## src/rtl/dm_mmio_responder.sv

```systemverilog
// Data-memory-port responder: control/status, countdown timer with irq, scratch register and a TX FIFO.
// Access timing matches the data SRAM: writes take effect at the edge, reads appear on DO one cycle later.
module dm_mmio_responder #(
    parameter int FIFO_DEPTH = 8,
    parameter int DW         = 32
) (
    input  logic          clk,
    input  logic          rst,
    input  logic          CS,
    input  logic          OE,
    input  logic [3:0]    WEB,
    input  logic [13:0]   A,
    input  logic [DW-1:0] DI,
    output logic [DW-1:0] DO,
    output logic [DW-1:0] tx_data,
    output logic          tx_valid,
    input  logic          tx_ready,
    output logic          irq
);
    localparam int AW = $clog2(FIFO_DEPTH);
    localparam int CW = AW + 1;
    localparam logic [CW-1:0] FULL_CNT = CW'(FIFO_DEPTH);

    logic [2:0]    ctrl_q, ctrl_d;
    logic          expired_q, expired_d;
    logic          overflow_q, overflow_d;
    logic [DW-1:0] load_q, load_d;
    logic [DW-1:0] val_q, val_d;
    logic [DW-1:0] scratch_q, scratch_d;
    logic [DW-1:0] rdata_q, rdata_d;
    logic          irq_q, irq_d;
    logic [AW-1:0] wptr_q, wptr_d;
    logic [AW-1:0] rptr_q, rptr_d;
    logic [CW-1:0] count_q, count_d;
    logic [DW-1:0] mem_q [FIFO_DEPTH];

    logic [DW-1:0] wmask;
    logic [DW-1:0] status;
    logic [DW-1:0] rd_val;
    logic          acc_rd, acc_wr;
    logic          empty, full;
    logic          push, pop, push_ok;
    logic          exp_set, exp_clr, ovf_set, ovf_clr;
    logic [DW-1:0] ctrl_merged;

    assign DO       = OE ? rdata_q : '0;
    assign tx_data  = mem_q[rptr_q];
    assign tx_valid = ~empty;
    assign irq      = irq_q;

    always_comb begin
        wmask       = {{8{~WEB[3]}}, {8{~WEB[2]}}, {8{~WEB[1]}}, {8{~WEB[0]}}};
        acc_rd      = CS & (WEB == 4'hF);
        acc_wr      = CS & (WEB != 4'hF);
        empty       = (count_q == '0);
        full        = (count_q == FULL_CNT);
        ctrl_merged = ({{(DW-3){1'b0}}, ctrl_q} & ~wmask) | (DI & wmask);

        status      = '0;
        status[0]   = empty;
        status[1]   = full;
        status[2]   = expired_q;
        status[3]   = overflow_q;
        status[8 +: CW] = count_q;

        case (A[2:0])
            3'd0:    rd_val = {{(DW-3){1'b0}}, ctrl_q};
            3'd1:    rd_val = status;
            3'd2:    rd_val = load_q;
            3'd3:    rd_val = val_q;
            3'd4:    rd_val = empty ? '0 : mem_q[rptr_q];
            3'd5:    rd_val = scratch_q;
            default: rd_val = '0;
        endcase

        ctrl_d    = ctrl_q;
        load_d    = load_q;
        val_d     = val_q;
        scratch_d = scratch_q;
        rdata_d   = acc_rd ? rd_val : rdata_q;
        exp_set   = 1'b0;
        exp_clr   = 1'b0;
        ovf_clr   = 1'b0;
        push      = 1'b0;

        if (ctrl_q[0]) begin
            if (val_q != '0) begin
                val_d = val_q - 1'b1;
            end else begin
                exp_set = 1'b1;
                if (ctrl_q[1]) val_d = load_q;
                else           ctrl_d[0] = 1'b0;
            end
        end

        // Software writes come after the timer so a LOAD or CTRL write overrides it.
        if (acc_wr) begin
            case (A[2:0])
                3'd0: ctrl_d = ctrl_merged[2:0];
                3'd1: begin
                    exp_clr = ~WEB[0] & DI[2];
                    ovf_clr = ~WEB[0] & DI[3];
                end
                3'd2: begin
                    load_d = (load_q & ~wmask) | (DI & wmask);
                    val_d  = (load_q & ~wmask) | (DI & wmask);
                end
                3'd4:    push      = 1'b1;
                3'd5:    scratch_d = (scratch_q & ~wmask) | (DI & wmask);
                default: ;
            endcase
        end

        pop     = tx_valid & tx_ready;
        push_ok = push & (~full | pop);
        ovf_set = push & full & ~pop;

        expired_d  = exp_set | (expired_q & ~exp_clr);
        overflow_d = ovf_set | (overflow_q & ~ovf_clr);
        irq_d      = expired_q & ctrl_q[2];

        wptr_d  = wptr_q + AW'(push_ok);
        rptr_d  = rptr_q + AW'(pop);
        count_d = count_q + CW'(push_ok) - CW'(pop);
    end

    always_ff @(posedge clk) begin
        if (rst) begin
            ctrl_q     <= '0;
            expired_q  <= 1'b0;
            overflow_q <= 1'b0;
            load_q     <= '0;
            val_q      <= '0;
            scratch_q  <= '0;
            rdata_q    <= '0;
            irq_q      <= 1'b0;
            wptr_q     <= '0;
            rptr_q     <= '0;
            count_q    <= '0;
            for (int i = 0; i < FIFO_DEPTH; i++) mem_q[i] <= '0;
        end else begin
            ctrl_q     <= ctrl_d;
            expired_q  <= expired_d;
            overflow_q <= overflow_d;
            load_q     <= load_d;
            val_q      <= val_d;
            scratch_q  <= scratch_d;
            rdata_q    <= rdata_d;
            irq_q      <= irq_d;
            wptr_q     <= wptr_d;
            rptr_q     <= rptr_d;
            count_q    <= count_d;
            if (push_ok) mem_q[wptr_q] <= DI & wmask;
        end
    end
endmodule

```

## config.mk

```make
export PLATFORM = sky130hd
export DESIGN_NAME = dm_mmio_responder
export DESIGN_NICKNAME = d
export VERILOG_FILES = /design/src/rtl/dm_mmio_responder.sv
export SDC_FILE = /design/constraint.sdc
export NUM_CORES = 1
export LEC_CHECK = 0
export CAP_MARGIN = 20
export CORE_UTILIZATION = 64
export DETAILED_ROUTE_END_ITERATION = 7
export PLACE_DENSITY_LB_ADDON = 0.08
export SYNTH_ARGS = -nofsm -noshare
export SYNTH_HDL_FRONTEND = slang
export SYNTH_SLANG_ARGS = --single-unit
```

## constraint.sdc

```tcl
create_clock -name clk -period 4.8 [get_ports clk]
set_input_delay 0.72 -clock clk [delete_from_list [all_inputs] [get_ports clk]]
set_output_delay 0.72 -clock clk [all_outputs]
set_load 0.005 [all_outputs]
```

# After elaboration in Yosys (flattened, before gate mapping)
# Memory sizes are Yosys's and may differ from the RTL's. A register that Yosys moved wholly into a read port is not among the register bits.
# Cells that the tools add are included.
# classes
reduce_logical,7
n_mux,30
bitwise_logic,31
eq_ne,8
add_sub_neg,5
# ops
operator,count
2-to-1 mux 32 bit,8
one-hot mux 32 bit (6 select lines),1
bitwise AND 32 bit,3
bitwise OR 32 bit,2
inverter 32 bit,1
nonzero test 32 bit,1
OR reduction 32 bit,1
"subtractor 32 x 1 -> 32 bit, second input constant",1
2-to-1 mux 1 bit,19
bitwise AND 1 bit,11
inverter 1 bit,9
"equality test 4 bit, second input constant",2
adder 3 x 1 -> 3 bit,2
"equality test 3 x 2 -> 1 bit, second input constant",2
"equality test 3 bit, second input constant",2
2-to-1 mux 3 bit,2
AND reduction 2 bit,3
adder 4 x 1 -> 4 bit,1
zero test 4 bit,1
"!= test 4 bit, second input constant",1
subtractor 4 x 1 -> 4 bit,1
bitwise AND 3 bit,1
"equality test 3 x 1 -> 1 bit, second input constant",1
zero test 3 bit,1
2 further kinds,4
# word_totals
out_inout_bits,66
input_bits,55
ff_bits,144
mem_count,1
wordCells,94
mem_bits_rw,256
# memory_table
name,depth,width,rd,rd_clocked_by_memory_dff,write_ports,line_no,text
mem_q,8,32,1,1,8,35,logic [DW-1:0] mem_q [FIFO_DEPTH];

# Logic depth before layout (Yosys ltp)
# logic_depth
ltp_word,10
depth_mapped,11

# Worst setup path after synthesis
# No wires, ideal clock.
# synth_path
path_kind,input port to flip-flop
startpoint,input port A[2]
endpoint,memory mem_q[7][0] (enable)
setup_ps,394
path_slack_ps,1508
path_buffers,1
arrival_ps,2898
path_stages,7
cell_sequence,clkbuf_1 > nor3b_1 > nand3_1 > o21bai_1 > nor3b_1 > nand3_1 > nand2b_1
# synth_rtl
element,line_no,text
"start, declared",12,"input logic [13:0] A,"
"end, declared",35,

==> results.md <==
- Syn nets: 1,791
- Die Ht: 173.7 µm
- Clock buffer depth: 3
- CP Data Arrival Time: 3040 ps
- CTS buffer count: 41
- GRT Overall Usage: 0.3526
- TNS Setup: 0 ps
- Power Density: 412.5 nW/µm²
- Cell count after placement: 2,097
- Resized cells post-CTS: 0
- Worst slew pin tran: 1135 ps
- Worst slew margin relative to its limit: 0.2411
- Fillcell total: 2,029
- # port buffers: 109
- First-pass GRT wire length: 80,460 µm
- Starting Density: 0.6542
- Fraction of the cycle the final worst path needs: 0.7831
- 1st-pass router iterations: 8
- Largest net degree at the start of global routing: 66
- Ys flop type: edfxtp_1
- Vias after detailed routing: 14,430
- Ant. Diodes: 0
- Core region area: 28,860 µm²
- Layout Nets: 1,824
- Leakage power: 7.288 nW
- Crit. End Element: output port
- Layout cells sized above 1: 0.1467
- Rows: 62
- Slew Limit Fails: 0
- CTS tree: yes
- DP HPWL: 33,750 µm
- Status: completed
- DR vias/cell: 6.648
- Synth Register Bits: 400
- Final Setup Violations: 0
- Initial antenna violation count: 2
- H-tree levels: 2
- Initial drt markers: 2,036
- Worst skew pair latency: 550 ps
- Req. time, crit path: 4080 ps
- Worst vdd ir: 321.5 µV
- Vias in the first global route: 13,880
- Register area share after synthesis: 0.5599
- Mean Syn Cell Area: 10.96 µm²
- Cell taking the most area after synthesis: edfxtp_1
- Post-Syn Area: 18,880 µm²
- Largest cells by area after synthesis: edfxtp_1 (41%), dfxtp_1 (15%), mux4_2 (7.9%), nor2_1 (6.2%), mux2_2 (3.3%)
- Final min period: 3759 ps
- Post-synth cell types: 74
- Grt ovf: 0
- Wire per inst: 24.64 µm
- Antenna Nets Post-Route: 0
- Non-filler cells in the finished layout: 2,170
- RSZ-0062 raised after global routing: false
- Synthesized instance count: 1,723
- Final core utilization: 0.7453
- Worst hold path class: reg -> reg
- Global placer's final weighted congestion: 0.9632
- DRC viols: 0
- Post-synth EDFFs: 256
- Final Hold Fails: 0
- Die area: 30,190 µm²
- Clk slew on worst S/H paths: 60 ps
- Clock Skew: 30.87 ps
- Synth Warn #: 0
- Clock sinks: 400
- Layout area overhead: 13.93%
- Post-CTS setup buffers: 0
- Crit-path max FO: 43
- Top-count cell post-synth: nor2_1
- Cell at the root of the clock tree: clkbuf_16
- Maximum clock frequency: 0.2660 GHz
- Setup CP Type: reg -> out
- Max_cap viols: 0
- Async SR Flop Fraction: 0
- Final wirelength: 53,470 µm
- Synth top area share: 0.4072
- Die W: 173.7 µm
- Io pins: 121
- Startpoint Class: flop
- Post-synth top cells: nor2_1 (310), edfxtp_1 (256), dfxtp_1 (144)
- Hold Buf Count CTS: 0
==> path summary, 6_finish.rpt <==
check                                 from                        to  slack [ps]  cells past startpoint
setup reg to reg      val_q[18]$_SDFF_PP0_       val_q[9]$_SDFF_PP0_        1210                      6
hold reg to reg   rdata_q[15]$_SDFFE_PP0P_  rdata_q[15]$_SDFFE_PP0P_         450                      2
hold / removal    rdata_q[15]$_SDFFE_PP0P_  rdata_q[15]$_SDFFE_PP0P_         450                      2
setup / recovery      rptr_q[0]$_SDFF_PP0_               tx_data[13]        1040                      4
==> layout make-up <==
type | instances | area (µm²) | area share
inverters | 16 | 60.06 | 0.002792
well taps | 384 | 480.5 | 0.02234
clock inverters | 16 | 126.4 | 0.005876
flip-flops and latches | 400 | 10580 | 0.4917
multi-input cells | 1150 | 7659 | 0.3561
clock buffers | 57 | 1117 | 0.05195
repair buffers | 147 | 1489 | 0.06923
==> registers in the layout, indices dropped and copies added, names as in the netlist, named ones only <==
register / cells
count_q: 4
wptr_q: 3
overflow_q: 1
load_q: 32
val_q: 32
rptr_q: 3
rdata_q: 32
mem_q: 256
expired_q: 1
irq: 1
==> cells in the final DEF, fill, tap and decap left out, types with 42 or more instances in the layout <==
| cell type | Yosys | final |
|---|---|---|
| clkbuf_16 | 0 | 42 |
| mux4_2 | 66 | 66 |
| o21ai_0 | 100 | 100 |
| mux2_2 | 56 | 56 |
| dfxtp_1 | 144 | 142 |
| nand2_1 | 134 | 134 |
| clkdlybuf4s50_1 | 0 | 107 |
| nor2_1 | 310 | 309 |
| a21oi_1 | 99 | 98 |
| edfxtp_1 | 256 | 256 |
==> power by group <==
part           internal, mW  leakage, nW  switching (mW)  total, mW
sequential             3.77         3.81           0.116       3.89
clock                  1.69        0.597            1.32       3.01
combinational         0.934         2.88            1.05       1.98
total                  6.39         7.29            2.48       8.87
==> routing by layer <==
layer	track usage	vias up	wire [µm]
met4	0.1272	4	1552
met2	0.5620	809	25510
li1	-	6340	-
met1	0.4805	7138	20350
met5	0	-	24
met3	0.07500	136	6032
==> critical path, cell delays in order, from the launching register on <==
cell	delay, ps
dfxtp_4	650
buf_12	380
mux4_2	560
mux2_2	370
clkdlybuf4s50_1	480
==> cell families after synthesis <==
family	Yosys count	synth area share
compound gates	316	0.1045
buf+inv	173	0.03612
xor+xnor	11	0.005103
mux	135	0.1190
simple gates	675	0.1663
flops	400	0.5599
fa+ha+maj	13	0.009014
==> through the flow <==
stage	instance area [µm²]	total power [mW]	hold WS (ps)	setup slack (ps)
2_1_floorplan	18880	5.195	416.7	1508
3_3_place_gp	20250	5.875	426.9	1013
3_5_place_dp	20260	5.903	438.2	915.6
4_1_cts	21510	8.860	451.6	994.3
5_1_grt	21510	9.148	467.0	829.5
6_report	21510	8.872	449.5	1041
(Power assumes the default switching activity.)
